`config.mk`:
```
export PLATFORM = sky130hd
export DESIGN_NAME = ext_irq_ctrl_flat
export DESIGN_NICKNAME = d
export VERILOG_FILES = /design/src/rtl/ext_irq_ctrl_if.sv /design/src/rtl/ext_irq_ctrl.sv /design/src/flat_wrapper.sv
export SDC_FILE = /design/constraint.sdc
export NUM_CORES = 1
export LEC_CHECK = 0
export CORE_MARGIN = 5
export CORE_UTILIZATION = 30
export CTS_CLUSTER_SIZE = 16
export DETAILED_ROUTE_END_ITERATION = 6
export PLACE_DENSITY = 0.52
export SLEW_MARGIN = 5
export SYNTH_ARGS = -nofsm -noshare
export SYNTH_HDL_FRONTEND = slang
export SYNTH_SLANG_ARGS = --single-unit
export TNS_END_PERCENT = 20
```
`constraint.sdc`:
```
create_clock -name clk -period 3 [get_ports clk]
set_input_delay 0.6 -clock clk [delete_from_list [all_inputs] [get_ports clk]]
set_output_delay 0.6 -clock clk [all_outputs]
set_load 0.01 [all_outputs]
```
`src/rtl/ext_irq_ctrl_if.sv`:
```
// Register bus and CPU interrupt handshake between the core and ext_irq_ctrl.
interface ext_irq_ctrl_if #(
    parameter int VEC_W = 5
) ();
    logic             reg_we;
    logic             reg_re;
    logic [1:0]       reg_addr;
    logic [31:0]      reg_wdata;
    logic [31:0]      reg_rdata;
    logic             irq_req;
    logic [VEC_W-1:0] irq_vec;
    logic             irq_ack;
    logic             irq_eoi;

    modport master (
        output reg_we, reg_re, reg_addr, reg_wdata, irq_ack, irq_eoi,
        input  reg_rdata, irq_req, irq_vec
    );

    modport slave (
        input  reg_we, reg_re, reg_addr, reg_wdata, irq_ack, irq_eoi,
        output reg_rdata, irq_req, irq_vec
    );
endinterface

```
`src/rtl/ext_irq_ctrl.sv`:
```
// External interrupt receiver: synchroniser, pending/enable regs, fixed-priority req/ack/eoi hand-off.
// Define EXT_IRQ_LEVEL_SEL_EN to add the per-line MODE register (level-sensitive lines).
//
// state | meaning
// IDLE  | no vector offered, waiting for PEND&EN
// REQ   | irq_req high, irq_vec frozen, waiting for ack
// SVC   | vector in service (INSV one-hot), waiting for eoi
module ext_irq_ctrl #(
    parameter int N_IRQ       = 31,
    parameter int SYNC_STAGES = 2,
    parameter int VEC_W       = (N_IRQ > 1) ? $clog2(N_IRQ) : 1
) (
    input  logic             clk,
    input  logic             rst_n,
    input  logic [N_IRQ-1:0] i_ext,
    ext_irq_ctrl_if.slave    bus
);
    typedef enum logic [1:0] {IDLE, REQ, SVC} state_t;

    state_t           state_q, state_d;
    logic [VEC_W-1:0] vec_q, vec_d, win;
    logic [N_IRQ-1:0] sync_q [SYNC_STAGES];
    logic [N_IRQ-1:0] sync_prev_q, synced, rise;
    logic [N_IRQ-1:0] en_q, pend_q, pend_d, insv_q, insv_d, cand;
    logic [31:0]      rdata_q, rd_mux;
    logic             unused_wdata;

`ifdef EXT_IRQ_LEVEL_SEL_EN
    logic [N_IRQ-1:0] mode_q;
`endif

    assign synced       = sync_q[SYNC_STAGES-1];
    assign rise         = synced & ~sync_prev_q;
    assign cand         = pend_q & en_q;
    assign unused_wdata = ^bus.reg_wdata;

    always_ff @(posedge clk or negedge rst_n) begin
        if (!rst_n) begin
            for (int k = 0; k < SYNC_STAGES; k++) sync_q[k] <= '0;
            sync_prev_q <= '0;
        end else begin
            sync_q[0] <= i_ext;
            for (int k = 1; k < SYNC_STAGES; k++) sync_q[k] <= sync_q[k-1];
            sync_prev_q <= synced;
        end
    end

    always_ff @(posedge clk or negedge rst_n) begin
        if (!rst_n) begin
            state_q <= IDLE;
            vec_q   <= '0;
            pend_q  <= '0;
            insv_q  <= '0;
        end else begin
            state_q <= state_d;
            vec_q   <= vec_d;
            pend_q  <= pend_d;
            insv_q  <= insv_d;
        end
    end

    always_comb begin
        state_d = state_q;
        vec_d   = vec_q;
        pend_d  = pend_q;
        insv_d  = insv_q;
        win     = '0;
        for (int i = N_IRQ - 1; i >= 0; i--) begin
            if (cand[i]) win = VEC_W'(i);
        end
        if (bus.reg_we && bus.reg_addr == 2'd1) pend_d = pend_d & ~bus.reg_wdata[N_IRQ-1:0];
        case (state_q)
            IDLE: begin
                if (|cand) begin
                    state_d = REQ;
                    vec_d   = win;
                end
            end
            REQ: begin
                // withdrawal of the offered line takes precedence over a late ack
                if (!(pend_q[vec_q] && en_q[vec_q])) begin
                    state_d = IDLE;
                end else if (bus.irq_ack) begin
                    pend_d[vec_q] = 1'b0;
                    insv_d        = '0;
                    insv_d[vec_q] = 1'b1;
                    state_d       = SVC;
                end
            end
            SVC: begin
                if (bus.irq_eoi) begin
                    insv_d  = '0;
                    state_d = IDLE;
                end
            end
            default: state_d = IDLE;
        endcase
        // set events applied last so they beat a same-cycle W1C or ack
        pend_d = pend_d | rise;
`ifdef EXT_IRQ_LEVEL_SEL_EN
        pend_d = (pend_d & ~mode_q) | (synced & mode_q);
`endif
    end

    always_ff @(posedge clk or negedge rst_n) begin
        if (!rst_n) begin
            en_q <= '0;
        end else if (bus.reg_we && bus.reg_addr == 2'd0) begin
            en_q <= bus.reg_wdata[N_IRQ-1:0];
        end
    end

`ifdef EXT_IRQ_LEVEL_SEL_EN
    always_ff @(posedge clk or negedge rst_n) begin
        if (!rst_n) begin
            mode_q <= '0;
        end else if (bus.reg_we && bus.reg_addr == 2'd3) begin
            mode_q <= bus.reg_wdata[N_IRQ-1:0];
        end
    end
`endif

    always_comb begin
        rd_mux = '0;
        case (bus.reg_addr)
            2'd0: rd_mux[N_IRQ-1:0] = en_q;
            2'd1: rd_mux[N_IRQ-1:0] = pend_q;
            2'd2: rd_mux[N_IRQ-1:0] = insv_q;
`ifdef EXT_IRQ_LEVEL_SEL_EN
            2'd3: rd_mux[N_IRQ-1:0] = mode_q;
`endif
            default: rd_mux = '0;
        endcase
    end

    always_ff @(posedge clk or negedge rst_n) begin
        if (!rst_n) begin
            rdata_q <= '0;
        end else if (bus.reg_re) begin
            rdata_q <= rd_mux;
        end
    end

    assign bus.reg_rdata = rdata_q;
    assign bus.irq_req   = (state_q == REQ);
    assign bus.irq_vec   = vec_q;
endmodule

```
`src/flat_wrapper.sv`:
```
// flat-port wrapper written by rule: the top's interface ports become plain ports
module ext_irq_ctrl_flat 
#(
    parameter int N_IRQ       = 31,
    parameter int SYNC_STAGES = 2,
    parameter int VEC_W       = (N_IRQ > 1) ? $clog2(N_IRQ) : 1
)
  (clk, rst_n, i_ext, bus_reg_we, bus_reg_re, bus_reg_addr, bus_reg_wdata, bus_irq_ack, bus_irq_eoi, bus_reg_rdata, bus_irq_req, bus_irq_vec);
  ext_irq_ctrl_if #(.VEC_W(VEC_W)) bus_i ();
  input  logic clk;
  input  logic rst_n;
  input  logic [N_IRQ-1:0] i_ext;
  input wire logic [$bits(bus_i.reg_we)-1:0] bus_reg_we;
  input wire logic [$bits(bus_i.reg_re)-1:0] bus_reg_re;
  input wire logic [$bits(bus_i.reg_addr)-1:0] bus_reg_addr;
  input wire logic [$bits(bus_i.reg_wdata)-1:0] bus_reg_wdata;
  input wire logic [$bits(bus_i.irq_ack)-1:0] bus_irq_ack;
  input wire logic [$bits(bus_i.irq_eoi)-1:0] bus_irq_eoi;
  output wire logic [$bits(bus_i.reg_rdata)-1:0] bus_reg_rdata;
  output wire logic [$bits(bus_i.irq_req)-1:0] bus_irq_req;
  output wire logic [$bits(bus_i.irq_vec)-1:0] bus_irq_vec;
  assign bus_i.reg_we = bus_reg_we;
  assign bus_i.reg_re = bus_reg_re;
  assign bus_i.reg_addr = bus_reg_addr;
  assign bus_i.reg_wdata = bus_reg_wdata;
  assign bus_i.irq_ack = bus_irq_ack;
  assign bus_i.irq_eoi = bus_irq_eoi;
  assign bus_reg_rdata = bus_i.reg_rdata;
  assign bus_irq_req = bus_i.irq_req;
  assign bus_irq_vec = bus_i.irq_vec;
  ext_irq_ctrl #(.N_IRQ(N_IRQ), .SYNC_STAGES(SYNC_STAGES), .VEC_W(VEC_W)) u_core (.clk(clk), .rst_n(rst_n), .i_ext(i_ext), .bus(bus_i));
endmodule
```
==> out/qor.yml <==
run_status:
  status: "complete, no violations"
place:
  place_ws_ns: 0.363
  io_buffers: 106
  gp_congestion: 0.836
  dpl.hpwl_mm: 17.3
  dpl.cell_count: 1300
sta:
  period_needed_ns: 2.65
  timing_hold_violations_final: 0
  finClkSkew_ns: 0.0178
  slew_headroom_pct: 50.8
  worst_slew_pin_slew_ns: 0.738
  final.setup.worst_slack_ns: 0.350
  slew_violations: 0
  fmax_ghz: 0.377
  rsz0062_at_grt: "no"
  setup_violations: 0
  finalCritPeriodShare_pct: 88.3
  setup-tns-final_ns: 0
clock_network:
  cts_tree: "built"
  cts_resized: 0
  postCtsSetupBuffers: 0
  hold_buffers: 0
  h-tree-depth: 1
  clock-sinks: 224
  cts_buffers: 26
  cts-root-buf: "clkbuf_16"
  clk_latency_ns: 0.53
  cts.path.max_buffers: 3
  cts.clk_slew.worst_paths_ns: 0.06
synth:
  synth_top_area_share_pct: 61.0
  syn_inst: 806
  synthFlopType: "dfrtp_1"
  yosysWarnings: 0
  synth_edf_count: 0
  yosys.area_share.xor_xnor_pct: 0
  yosys.area_share.simple_pct: 10.5
  avgSynthCellArea_um2: 11.4
  synth_top_family_by_area: "compound AO/OA/AOI/OAI gates"
  synth_mux_area_share_pct: 10.6
  syn_area_um2: 9180
  synth_nets: 877
  ys_types: 55
  synth_common_cells: "224 x dfrtp_1, 94 x nor2_1, 91 x nand2_1"
  synth_area_leaders: "dfrtp_1 61%, mux2i_1 6.6%, mux2_2 3.9%"
  synth-async-reset-ratio_pct: 100
  synth-compound-area-share_pct: 14.3
  yosys.area_share.adder_pct: 0
  yosysTopAreaCell: "dfrtp_1"
  ys_seq_area_share_pct: 61.0
  synth_most_common_cell: "dfrtp_1"
  ys_seq_elements: 224
critical_path:
  worstSetupPathType: "reg2reg"
  reg2reg_from: "u_core.bus.irq_vec[1]$_DFFE_PN0P_"
  r2r-end: "u_core.insv_q[17]$_DFFE_PN0P_"
  end_kind: "flip-flop"
  cp.arrival_ns: 3.11
  cp_max_fo: 31
  reg2reg_setup_slack_ns: 0.35
  reg2reg_depth: 9
  start_kind: "flip-flop"
  cp_data_required_time_ns: 3.46
detailed_routing:
  drt.antenna.violating_nets: 0
  via_per_inst: 4.80
  num_vias: 6454
  drc: 0
  firstDrtPassIters: 4
  drtIter0Drc: 321
  finalWirelength_mm: 24.8
  wl_per_cell_um: 18.4
global_routing:
  grt_max_degree: 83
  antenna_found_initial: 0
  grt_overflow: 0
  met2_usage_pct: 22.1
  use_met1_pct: 21.4
  grt_busiest_layer: "met2"
  grt_pass1_wl_mm: 39.0
  grtUsageTotal_pct: 14.5
  grt_pass1_vias: 6760
  grt_use_met3_pct: 2.30
layout:
  syn2layout_area_growth_pct: 27.8
  layout.filler_cells: 3026
  final_cell_count_no_fill: 1345
  drive_above_1_share_pct: 13.6
  diodes: 0
  final_nets: 1003
power_and_ir_drop:
  p_leak_uw: 0.00536
  vdd_drop_max_mv: 0.386
  total_power_uw: 9430
  p_per_area_nw_per_um2: 804
die:
  initial_utilization_pct: 30.2
  fp.dieW_um: 185
  pin_count: 109
  die_area_um2: 34200
  coreArea_um2: 30400
  die_h_um: 185
  num_rows: 64
run:
  maxCapViolCount: 0
hold_path:
  hp-class: "in2async"
==> cells by family (layout without fill, tap and decap cells) <==
family,count (synthesis),in the layout
other cells,1,1
mux,93,93
simple gates,223,223
flops,224,224
buf+inv,75,218
compound gates,190,190
==> layout by cell type (no fill, tap or decap), types with 4 or more instances in the layout <==
master	n
inv_1	34
nand3_1	9
buf_12	5
clkdlybuf4s50_1	103
buf_4	28
o22ai_1	37
clkinv_2	4
nand2_1	91
clkbuf_1	4
o21ai_0	6
dfrtp_1	223
nand4_1	6
a2bb2o_4	7
nor2_1	94
o21ai_1	8
o211ai_1	9
mux2_2	32
a21oi_1	67
clkbuf_8	4
a21o_1	25
clkbuf_16	27
mux2i_1	61
a22oi_1	6
==> worst max-delay path by stage <==
| stage | slack (ns) | from | endpoint |
|---|---|---|---|
| after floorplan | 0.68 | u_core.bus.irq_vec[3]$_DFFE_PN0P_ | u_core.insv_q[13]$_DFFE_PN0P_ |
| final | 0.35 | u_core.bus.irq_vec[1]$_DFFE_PN0P_ | u_core.insv_q[17]$_DFFE_PN0P_ |
| after global routing | 0.26 | u_core.bus.irq_vec[2]$_DFFE_PN0P_ | u_core.insv_q[1]$_DFFE_PN0P_ |
| after CTS | 0.35 | u_core.bus.irq_vec[2]$_DFFE_PN0P_ | u_core.insv_q[1]$_DFFE_PN0P_ |
| after detailed placement | 0.36 | u_core.bus.irq_vec[2]$_DFFE_PN0P_ | u_core.insv_q[1]$_DFFE_PN0P_ |
| after global placement | 0.39 | u_core.bus.irq_vec[2]$_DFFE_PN0P_ | u_core.insv_q[1]$_DFFE_PN0P_ |
==> worst max-delay path: stages (launching register included) <==
cell	delay, ns
dfrtp_2	0.51
buf_12	0.22
mux2i_1	0.20
o22ai_1	0.12
nor4_1	0.39
nand2_1	0.20
a21o_1	0.24
a41oi_2	0.25
buf_12	0.26
a2bb2o_4	0.15
==> routing by layer <==
| metal | part of all wire [%] | up-vias |
|---|---|---|
| met5 | 0 | - |
| met4 | 2.6 | 0 |
| met3 | 4.4 | 39 |
| met2 | 45 | 152 |
| met1 | 48 | 3185 |
| li1 | - | 3078 |
==> where the power goes <==
part	leakage [µW]	internal (µW)	total [µW]	switching (µW)
Clock	0.000429	1990	3240	1250
Sequential	0.00263	3430	3850	420
Combinational	0.00230	1120	2340	1230
Total	0.00536	6540	9430	2900
==> state kept, by name, indices dropped and copies added (netlist names) <==
signal / count
u_core.bus.reg_rdata: 31
u_core.en_q: 31
u_core.insv_q: 31
u_core.pend_q: 31
u_core.sync_prev_q: 31
u_core.sync_q: 31
u_core.synced: 31
u_core.bus.irq_vec: 5
u_core.state_q: 2
==> through the flow <==
stage,instance area (µm²),utilization (%),hold slack (ns)
2_1_floorplan,9180,-,0.304
3_3_place_gp,10900,35.7,0.334
3_5_place_dp,10900,35.7,0.335
4_1_cts,11700,38.6,0.0874
5_1_grt,11700,38.6,0.123
6_report,11700,38.6,0.0825
==> layout make-up <==
| cell class | count | area [µm²] | area share [%] |
|---|---|---|---|
| Sequential cell | 224 | 5610 | 47.8 |
| Inverter | 34 | 128 | 1.09 |
| Clock inverter | 10 | 134 | 1.14 |
| Tap cell | 396 | 495 | 4.22 |
| Clock buffer | 35 | 746 | 6.36 |
| Timing Repair Buffer | 139 | 1370 | 11.6 |
| Multi-Input combinational cell | 507 | 3260 | 27.8 |
Note: power is estimated with default switching activity, not from simulation.
